==> src/rtl/sb_sram_slv_pkg.sv <==
// Shared definitions for the SB SRAM slave: response codes and read-channel state encodings.
package sb_sram_slv_pkg;

    localparam logic SB_BRESP_OKAY = 1'b0;
    localparam logic SB_BRESP_ERR  = 1'b1;

    typedef enum logic [1:0] {
        R_IDLE  = 2'd0,
        R_FIRST = 2'd1,
        R_HOLD  = 2'd2
    } rstate_e;

endpackage

==> src/rtl/sb_sram_slv.sv <==
// SB slave mapping round-robin arbitrated read/write channels onto one single-port
// synchronous SRAM (1-cycle read latency), with a hold register for read backpressure.
module sb_sram_slv
    import sb_sram_slv_pkg::*;
#(
    parameter int AW      = 12,
    parameter int ERR_CHK = 1
) (
    input  logic          clk,
    input  logic          rst,
    input  logic          sb_arvalid,
    output logic          sb_arready,
    input  logic [31:0]   sb_araddr,
    output logic          sb_rvalid,
    input  logic          sb_rready,
    output logic [31:0]   sb_rdata,
    input  logic          sb_wvalid,
    output logic          sb_wready,
    input  logic [31:0]   sb_waddr,
    input  logic [31:0]   sb_wdata,
    input  logic [3:0]    sb_wstrb,
    output logic          sb_bvalid,
    input  logic          sb_bready,
    output logic          sb_bresp,
    output logic          sram_ce,
    output logic          sram_we,
    output logic [AW-1:0] sram_addr,
    output logic [31:0]   sram_wdata,
    output logic [3:0]    sram_wben,
    input  logic [31:0]   sram_rdata
);

    // Bits [29:AW+2] must be zero; [31:30] were already decoded by the interconnect.
    localparam logic [31:0] OOR_MASK = 32'h3FFF_FFFF & ~((32'h1 << (AW + 2)) - 32'h1);

    function automatic logic addr_oor(input logic [31:0] a);
        return (ERR_CHK != 0) && ((a & OOR_MASK) != 32'h0);
    endfunction

    rstate_e     rstate_q, rstate_d;
    logic        prio_rd_q, prio_rd_d;
    logic        rd_err_q, rd_err_d;
    logic        bvalid_q, bvalid_d;
    logic        bresp_q, bresp_d;
    logic [31:0] hold_q, hold_d;

    logic r_free, w_free, contested;
    logic ar_ok, r_ok, w_ok, b_ok;
    logic ar_oor, w_oor;
    logic [31:0] first_data;

    assign sb_rvalid = (rstate_q != R_IDLE);
    assign sb_bvalid = bvalid_q;
    assign sb_bresp  = bresp_q;

    assign r_free = (rstate_q == R_IDLE) | r_ok;
    assign w_free = ~bvalid_q | b_ok;

    assign sb_arready = ~rst & r_free & (~sb_wvalid | ~w_free | prio_rd_q);
    assign sb_wready  = ~rst & w_free & (~sb_arvalid | ~r_free | ~prio_rd_q);

    assign ar_ok = sb_arvalid & sb_arready;
    assign r_ok  = sb_rvalid & sb_rready;
    assign w_ok  = sb_wvalid & sb_wready;
    assign b_ok  = bvalid_q & sb_bready;

    assign ar_oor    = addr_oor(sb_araddr);
    assign w_oor     = addr_oor(sb_waddr);
    assign contested = sb_arvalid & sb_wvalid & r_free & w_free;

    // Out-of-range reads never touched the SRAM, so its output is not theirs.
    assign first_data = rd_err_q ? 32'h0 : sram_rdata;

    always_comb begin
        sram_ce    = 1'b0;
        sram_we    = 1'b0;
        sram_addr  = '0;
        sram_wdata = '0;
        sram_wben  = '0;
        if (w_ok) begin
            sram_ce    = ~w_oor;
            sram_we    = 1'b1;
            sram_addr  = sb_waddr[AW+1:2];
            sram_wdata = sb_wdata;
            sram_wben  = sb_wstrb;
        end else if (ar_ok) begin
            sram_ce   = ~ar_oor;
            sram_we   = 1'b0;
            sram_addr = sb_araddr[AW+1:2];
        end
    end

    always_comb begin
        rstate_d = rstate_q;
        hold_d   = hold_q;
        sb_rdata = 32'h0;
        case (rstate_q)
            R_IDLE: begin
                if (ar_ok) rstate_d = R_FIRST;
            end
            R_FIRST: begin
                sb_rdata = first_data;
                if (r_ok) begin
                    rstate_d = ar_ok ? R_FIRST : R_IDLE;
                end else begin
                    rstate_d = R_HOLD;
                    hold_d   = first_data;
                end
            end
            R_HOLD: begin
                sb_rdata = hold_q;
                if (r_ok) rstate_d = ar_ok ? R_FIRST : R_IDLE;
            end
            default: rstate_d = R_IDLE;
        endcase
    end

    always_comb begin
        prio_rd_d = prio_rd_q;
        if (contested) prio_rd_d = ~ar_ok;
        rd_err_d = ar_ok ? ar_oor : rd_err_q;
        bvalid_d = bvalid_q;
        bresp_d  = bresp_q;
        if (w_ok) begin
            bvalid_d = 1'b1;
            bresp_d  = w_oor ? SB_BRESP_ERR : SB_BRESP_OKAY;
        end else if (b_ok) begin
            bvalid_d = 1'b0;
        end
    end

    always_ff @(posedge clk) begin
        if (rst) begin
            rstate_q  <= R_IDLE;
            prio_rd_q <= 1'b1;
            rd_err_q  <= 1'b0;
            bvalid_q  <= 1'b0;
            bresp_q   <= SB_BRESP_OKAY;
        end else begin
            rstate_q  <= rstate_d;
            prio_rd_q <= prio_rd_d;
            rd_err_q  <= rd_err_d;
            bvalid_q  <= bvalid_d;
            bresp_q   <= bresp_d;
        end
    end

    always_ff @(posedge clk) begin
        hold_q <= hold_d;
    end

endmodule

==> config.mk <==
export PLATFORM = sky130hd
export DESIGN_NAME = sb_sram_slv
export DESIGN_NICKNAME = d
export VERILOG_FILES = /design/src/rtl/sb_sram_slv_pkg.sv /design/src/rtl/sb_sram_slv.sv
export SDC_FILE = /design/constraint.sdc
export NUM_CORES = 1
export LEC_CHECK = 0
export BUFFER_PORTS_ARGS = -buffer_cell sky130_fd_sc_hd__buf_2
export CAP_MARGIN = 20
export CORE_AREA = 2 2 86 88
export DETAILED_ROUTE_END_ITERATION = 6
export DIE_AREA = 0 0 88 90
export PLACE_DENSITY = 0.78
export SLEW_MARGIN = 5
export SYNTH_ARGS = -nofsm -noshare
export SYNTH_HDL_FRONTEND = slang
export SYNTH_SLANG_ARGS = --single-unit
==> constraint.sdc <==
create_clock -name clk -period 6.5 [get_ports clk]
set_input_delay 0.325 -clock clk [delete_from_list [all_inputs] [get_ports clk]]
set_output_delay 0.325 -clock clk [all_outputs]
set_load 0.03 [all_outputs]
==> results.md, run 1 <==
* Flop pwr share at 39.1%
* Clock power frac at 19.7%
* Hold depth at 2
* Total GRT Usage at 23.0%
* Sw frac at 38.0%
* Post-CTS Setup Bufs at 0
* Met2 routed WL at 4050 um
* Simple-Gate Fraction of Synth Area at 32.2%
* Flop-to-flop setup slack at 4.07 ns
* Final Max Tran Viols at 0
* Leak at 1.84 nW
* Syn avg cell area at 10.0 um^2
* GPL Wtd Cong at 0.892
* Initial core utilization at 36.3%
* Setup Viol. Count Final at 0
* Post-route ant nets at 0
* HP Start: rst
* Nets at 601
* Final Skew at 0.00894 ns
* Via count at 2728
* Core area at 0.00702 mm^2
* Met1 WL at 4180 um
* CTS HTree Levels at 2
* Drt first pass iters at 4
* Post-synthesis adder-cell area fraction at 1.97%
* Worst Setup End Kind: output port
* Highest routed metal layer: met4
* GRT Residual Overflow at 0
* Reg2Reg Capture Point: hold_q[17]$_DFFE_PP_
* Worst EP arrival at 2.42 ns
* Die width at 88 um
* Hold crit path type: in2reg
* Pwr/cell area at 218 mW/mm^2
* Required @ worst endpoint at 6.17 ns
* Synth unique cells at 39
* Critical setup path kind: reg2out
* Worst vdd ir at 0.130 mV
* Root Driver: clkbuf_8
* Clock Sink Count at 38
* IO Pins at 225
* First-pass GRT wire length at 14000 um
* Internal power at 0.510 mW
* Net Switching at 0.312 mW
* Register area at 0.00108 mm^2
* # resized after CTS at 0
* Post-Synth XOR/XNOR Area at 0.344%
* RSZ-0062 raised after global routing: no
* FF+latch count, synth at 38
* Clock-pin slew of the registers on the worst-case setup and hold paths at 0.07 ns
* Yosys Warn Count at 0
* Area of the die at 0.00792 mm^2
* Die Y at 90 um
* Area grow syn2layout at 48.1%
* Total negative slack at 0 ns
* Actual slew at the worst max-slew pin at 0.934 ns
* Met3 Wirelength at 1200 um
* Fillers at 640
* Part of the cycle the worst path needs at 42.3%
* Syn Nets at 396
* Iteration-0 DRC Markers at 110
* Status: finished, final reports clean
* Cell area after synthesis at 0.00254 mm^2
* DRT Wirelength at 9470 um
* Mux contribution to synthesized area at 0.393%
* Critical path peak fanout at 49
* Slew margin rel. at 37.6%
* Worst hold endpoint: rd_err_q$_SDFFE_PP0N_
* Vias in the first global route at 2604
* CTS tree: done
* Multi-input gate area at 0.00134 mm^2
* Max-Cap Viols at 0
* Mean routed wirelength per cell at 16.9 um
* DRC viols at 0
* Commonest non-fill, non-tap cell in the layout: buf_2
* # hold bufs at CTS at 0
* RR Startpoint: rstate_q[1]$_SDFFE_PP0P_
* Fin crit period at 2.75 ns
* Maximum clock frequency at 364 MHz
* Post-Place Worst Slack at 4.05 ns
* Worst Setup Slack, final at 3.75 ns
* Hold Fails Final Rpt at 0
* Commonest non-fill, non-tap cells in the layout: buf_2 (216), nor2b_1 (65), and2_1 (37)
* Placed cell areas at 0.00367 mm^2
* Combinational Power Share at 41.3%
* Number of I/O port buffers at 216
* Compound-Gate Fraction of Synth Area at 17.6%
* Clock Path Buffers at 2
* Number of buffers created by CTS at 5
* Initial antenna violation count at 0
* Pin count of the biggest net entering global routing at 50
* N_diodes at 0
* Cells after Synth at 254
* Hpwl dp at 7570 um
* Num rows at 31
* Worst Setup Start Kind: flop
* Vias per inst at 4.88
* Clock Latency Late Sink at 0.29 ns
* Layout cells sized above 1 at 50.4%
* Post-layout instance area at 0.00377 mm^2
* Cell count of the worst reg-to-reg path at 3
* Seq/Total Area, Yosys at 42.5%
* Largest family of logic cells by synthesized area: simple AND/OR/NAND/NOR gates
[sequential cells by signal (all words and copies together) (netlist names)]
signal	count
hold_q	32
prio_rd_q	1
rd_err_q	1
rstate_q	2
sb_bresp	1
sb_bvalid	1
[worst max-delay path: stages (launching register included)]
cell,delay [ns]
dfxtp_1,0.39
inv_1,0.09
ha_1,0.25
o211ai_1,0.22
and4b_1,0.27
buf_4,0.37
and2_1,0.23
or2_1,0.11
buf_2,0.19
[stage by stage]
stage,util (%),instances,power [mW],hold WS [ns]
floorplan,-,254,0.550,0.481
CTS,53.5,558,0.825,0.359
global placement,52.1,549,0.654,0.476
global route,53.7,559,0.864,0.374
detailed placement,52.3,550,0.665,0.500
finish,53.7,559,0.821,0.374
[worst max path at each step]
stage                              from                    to  slack [ns]  cells past startpoint
2_1_floorplan  rstate_q[0]$_SDFFE_PP0P_   hold_q[0]$_DFFE_PP_        3.79                      4
3_3_place_gp   rstate_q[1]$_SDFFE_PP0P_  hold_q[13]$_DFFE_PP_        3.77                      3
3_5_place_dp   rstate_q[1]$_SDFFE_PP0P_               sram_ce        4.05                      8
4_1_cts        rstate_q[0]$_SDFFE_PP0P_               sram_ce        3.72                      8
5_1_grt        rstate_q[0]$_SDFFE_PP0P_               sram_ce        3.52                      8
6_report       rstate_q[1]$_SDFFE_PP0P_               sram_ce        3.75                      8
[layer usage]
metal	global-route usage, %	vias to the layer above
li1	-	1317
met1	30.8	1265
met2	34.3	142
met3	11.0	4
met4	3.85	0
met5	0	-
[Yosys cell counts]
cell / number / area, um^2
mux2i_1: 1 / 10.0
nand4b_1: 1 / 8.76
nor2_1: 4 / 15.0
nand2_1: 1 / 3.75
o21ai_0: 1 / 5.00
inv_1: 3 / 11.3
nand2b_1: 3 / 18.8
and4_1: 1 / 8.76
o21bai_1: 1 / 7.51
a21o_1: 1 / 7.51
and3b_1: 1 / 8.76
a21boi_0: 1 / 7.51
a211oi_1: 1 / 7.51
a22o_4: 2 / 35.0
and2b_1: 1 / 7.51
dfxtp_1: 6 / 120
a22oi_1: 32 / 240
ha_1: 4 / 50.1
a211o_1: 1 / 8.76
or2_1: 1 / 6.26
buf_2: 2 / 10.0
xor2_1: 1 / 8.76
nand2b_2: 1 / 8.76
nor3_1: 3 / 15.0
a211oi_4: 1 / 20.0
nand4_1: 1 / 6.26
or2b_1: 1 / 7.51
clkbuf_2: 2 / 10.0
a22o_1: 10 / 87.6
a21oi_1: 1 / 5.00
o31ai_1: 1 / 7.51
edfxtp_1: 32 / 961
clkbuf_1: 14 / 52.6
nor4_1: 8 / 50.1
and4b_1: 1 / 10.0
buf_6: 4 / 45.0
and2_1: 37 / 231
o211ai_1: 1 / 7.51
nor2b_1: 66 / 413
[power groups by stage]
stage	registers, mW	logic [mW]	clock network, mW
2_1_floorplan	0.325	0.225	0
3_3_place_gp	0.329	0.325	0
3_5_place_dp	0.330	0.334	0
4_1_cts	0.325	0.336	0.164
5_1_grt	0.324	0.367	0.173
6_report	0.321	0.339	0.162
[logic make-up after synthesis]
family / Yosys count
DFF: 38
buffers and inverters: 25
adders and majority gates: 4
xor gates and xnor gates: 1
and+or+nand+nor: 131
muxes: 1
AOI/OAI and AO/OA: 54
[area by class of cell]
class / instances / share of cell area (%)
timing repair buffer: 220 / 29.9
sequential: 38 / 28.7
clock inverter: 3 / 0.431
clock buffer: 5 / 1.83
multi-input combinational: 191 / 35.6
tap: 99 / 3.29
inverter: 3 / 0.299
No activity file was read; power rests on OpenSTA's default activity.
==> inputs of run 2 (changes only) <==
--- a/config.mk
+++ b/config.mk
@@ -7,9 +7,8 @@
 export LEC_CHECK = 0
 export BUFFER_PORTS_ARGS = -buffer_cell sky130_fd_sc_hd__buf_2
 export CAP_MARGIN = 20
-export CORE_AREA = 2 2 86 88
+export CORE_UTILIZATION = 35
 export DETAILED_ROUTE_END_ITERATION = 6
-export DIE_AREA = 0 0 88 90
 export PLACE_DENSITY = 0.78
 export SLEW_MARGIN = 5
 export SYNTH_ARGS = -nofsm -noshare
==> constraint.sdc (replaced) <==
create_clock -name clk -period 2.2 [get_ports clk]
set_input_delay 0.11 -clock clk [delete_from_list [all_inputs] [get_ports clk]]
set_output_delay 0.11 -clock clk [all_outputs]
set_load 0.03 [all_outputs]
==> results.md, run 2 (synthesized netlist as in run 1, its figures left out) <==
* Core area at 0.00691 mm^2 (was 0.00702 mm^2)
* Area grow syn2layout at 68.3% (was 48.1%)
* Fin crit period at 2.27 ns
* Iteration-0 DRC Markers at 125 (was 110)
* GRT Residual Overflow at 0 (unchanged)
* Worst Setup Start Kind: flop (unchanged)
* GPL Wtd Cong at 0.802 (was 0.892)
* Post-route ant nets at 0 (unchanged)
* Clock Sink Count at 38 (unchanged)
* Pwr/cell area at 607 mW/mm^2 (was 218 mW/mm^2)
* Critical path, cell by cell: inv_4 -> ha_4 -> o211ai_1 -> and4b_2 -> buf_12 -> and2_4 -> or2_1 -> buf_6 (was inv_1 -> ha_1 -> o211ai_1 -> and4b_1 -> buf_4 -> and2_1 -> or2_1 -> buf_2)
* Layout cells sized above 1 at 57.6% (was 50.4%)
* Post-Place Worst Slack at 0.193 ns (was 4.05 ns)
* Maximum clock frequency at 441 MHz
* Part of the cycle the worst path needs at 103%
* Slew margin rel. at 67.3% (was 37.6%)
* Number of buffers created by CTS at 5 (unchanged)
* Num rows at 30 (was 31)
* CTS HTree Levels at 2 (unchanged)
* Worst EP arrival at 2.16 ns (was 2.42 ns)
* CTS tree: done (unchanged)
* Actual slew at the worst max-slew pin at 0.490 ns (was 0.934 ns)
* Clock Latency Late Sink at 0.29 ns (about the same)
* Multi-input gate area at 0.00141 mm^2 (was 0.00134 mm^2)
* Final Skew at 0.00462 ns (was 0.00894 ns)
* Area of the die at 0.00762 mm^2 (was 0.00792 mm^2)
* Number of I/O port buffers at 216 (unchanged)
* Worst Setup Slack, final at -0.0656 ns (was 3.75 ns)
* Vias in the first global route at 2739 (was 2604)
* Register area at 0.00109 mm^2 (was 0.00108 mm^2)
* Via count at 2930 (was 2728)
* Max-Cap Viols at 0 (unchanged)
* Hold crit path type: in2reg (unchanged)
* Clock Path Buffers at 2 (unchanged)
* DRT Wirelength at 10700 um (was 9470 um)
* First-pass GRT wire length at 13900 um (was 14000 um)
* Pin count of the biggest net entering global routing at 34 (was 50)
* Top Registers: hold_q (32), rstate_q (2) (unchanged)
* Largest register FFs at 32 (unchanged)
* Hold Fails Final Rpt at 0 (unchanged)
* Hpwl dp at 7020 um (was 7570 um)
* Initial core utilization at 36.8% (was 36.3%)
* Failing checks: setup timing
* Total GRT Usage at 24.3% (was 23.0%)
* Drt first pass iters at 4 (unchanged)
* N_diodes at 0 (unchanged)
* Vias per inst at 5.16 (was 4.88)
* Post-layout instance area at 0.00428 mm^2 (was 0.00377 mm^2)
* Critical setup path kind: reg2out (unchanged)
* Status: finished, violations left (was finished, final reports clean)
* Finished Core Util at 62.0% (was 53.7%)
* Delay of the slowest critical-path stage at 0.44 ns (was 0.39 ns)
* Met2 Resource Use GR at 44.5% (was 34.3%)
* Most flop-heavy register: hold_q (unchanged)
* Hold slack at 0.144 ns (was 0.374 ns)
* Critical path peak fanout at 7 (was 49)
* Commonest non-fill, non-tap cell in the layout: buf_2 (unchanged)
* Most Crowded Layer GR: met2 (unchanged)
* Leak at 2.01 nW (was 1.84 nW)
* Root Driver: clkbuf_8 (unchanged)
* # hold bufs at CTS at 0 (unchanged)
* Setup Viol. Count Final at 9 (was 0)
* Nets at 614 (was 601)
* Worst vdd ir at 0.382 mV (was 0.130 mV)
* DRC viols at 0 (unchanged)
* Die Y at 87.3 um (was 90 um)
* GR Layer Usage met3 at 5.78% (was 11.0%)
* Commonest non-fill, non-tap cells in the layout: buf_2 (174), nor2b_1 (65), a22oi_1 (32), edfxtp_1 (32), buf_6 (25) (was buf_2 (216), nor2b_1 (65), and2_1 (37))
* Final Max Tran Viols at 0 (unchanged)
* Die width at 87.3 um (was 88 um)
* Worst path slowest cell: and4b_2 (was dfxtp_1)
* Clock-pin slew of the registers on the worst-case setup and hold paths at 0.07 ns (about the same)
* Mean routed wirelength per cell at 18.9 um (was 16.9 um)
* RSZ-0062 raised after global routing: yes (was no)
* Initial antenna violation count at 0 (unchanged)
* IO Pins at 225 (unchanged)
* Placed cell areas at 0.00373 mm^2 (was 0.00367 mm^2)
* Required @ worst endpoint at 2.09 ns (was 6.17 ns)
* Final total power at 2.60 mW (was 0.821 mW)
* Fillers at 591 (was 640)
* Met1 Usage GRT at 26.0% (was 30.8%)
* Worst Setup End Kind: output port (unchanged)
[run 2: power breakdown]
group	total, mW	internal (mW)	switching (mW)
logic	1.19	0.510	0.683
clock network	0.459	0.218	0.240
registers	0.948	0.912	0.0356
total	2.60	1.64	0.959
[run 2: final cells by class]
| class | count | area share (%) |
|---|---|---|
| sequential | 38 | 25.4 |
| clock buffer | 7 | 1.78 |
| timing repair buffer | 233 | 36.8 |
| tap | 96 | 2.80 |
| inverter | 3 | 0.321 |
| multi-input combinational | 191 | 33.0 |
[run 2: stage by stage]
stage | TNS (ns) | cells
5_1_grt | -1.21 | 568
3_3_place_gp | 0 | 550
2_1_floorplan | 0 | 254
3_5_place_dp | 0 | 550
6_report | -0.111 | 568
4_1_cts | 0 | 560
[run 2: worst paths after layout]
check | startpoint | end | cells after the start | slack, ns
worst max register to register | rstate_q[0]$_SDFFE_PP0P_ | sb_bresp$_SDFFE_PP0P_ | 8 | 0.44
worst min register to register | rd_err_q$_SDFFE_PP0N_ | rd_err_q$_SDFFE_PP0N_ | 2 | 0.50
worst min-delay path | rst | sb_bresp$_SDFFE_PP0P_ | 2 | 0.14
worst max-delay path | rstate_q[0]$_SDFFE_PP0P_ | sram_ce | 8 | -0.07
[run 2: critical path, delay by kind of cell (launching register included)]
| family | cells | cell delay [ns] |
|---|---|---|
| fa+ha+maj | 1 | 0.17 |
| simple gates | 3 | 0.76 |
| buf+inv | 3 | 0.37 |
| flops | 1 | 0.38 |
| compound gates | 1 | 0.19 |
[run 2: what timing repair did]
item | 4_1_cts | 5_1_grt
buffers inserted | 1 | 4
pin swaps | 2 | 18
gates resized for setup | 41 | 61
setup endpoints to repair | 49 | 39
cloned | 2 | 4
hold endpoints to repair | 0 | 0
[run 2: layer usage]
metal | up-vias | wire length [um]
met1 | 1409 | 3970
met3 | 29 | 743
met5 | - | 0
met4 | 0 | 415
met2 | 147 | 5600
li1 | 1345 | -
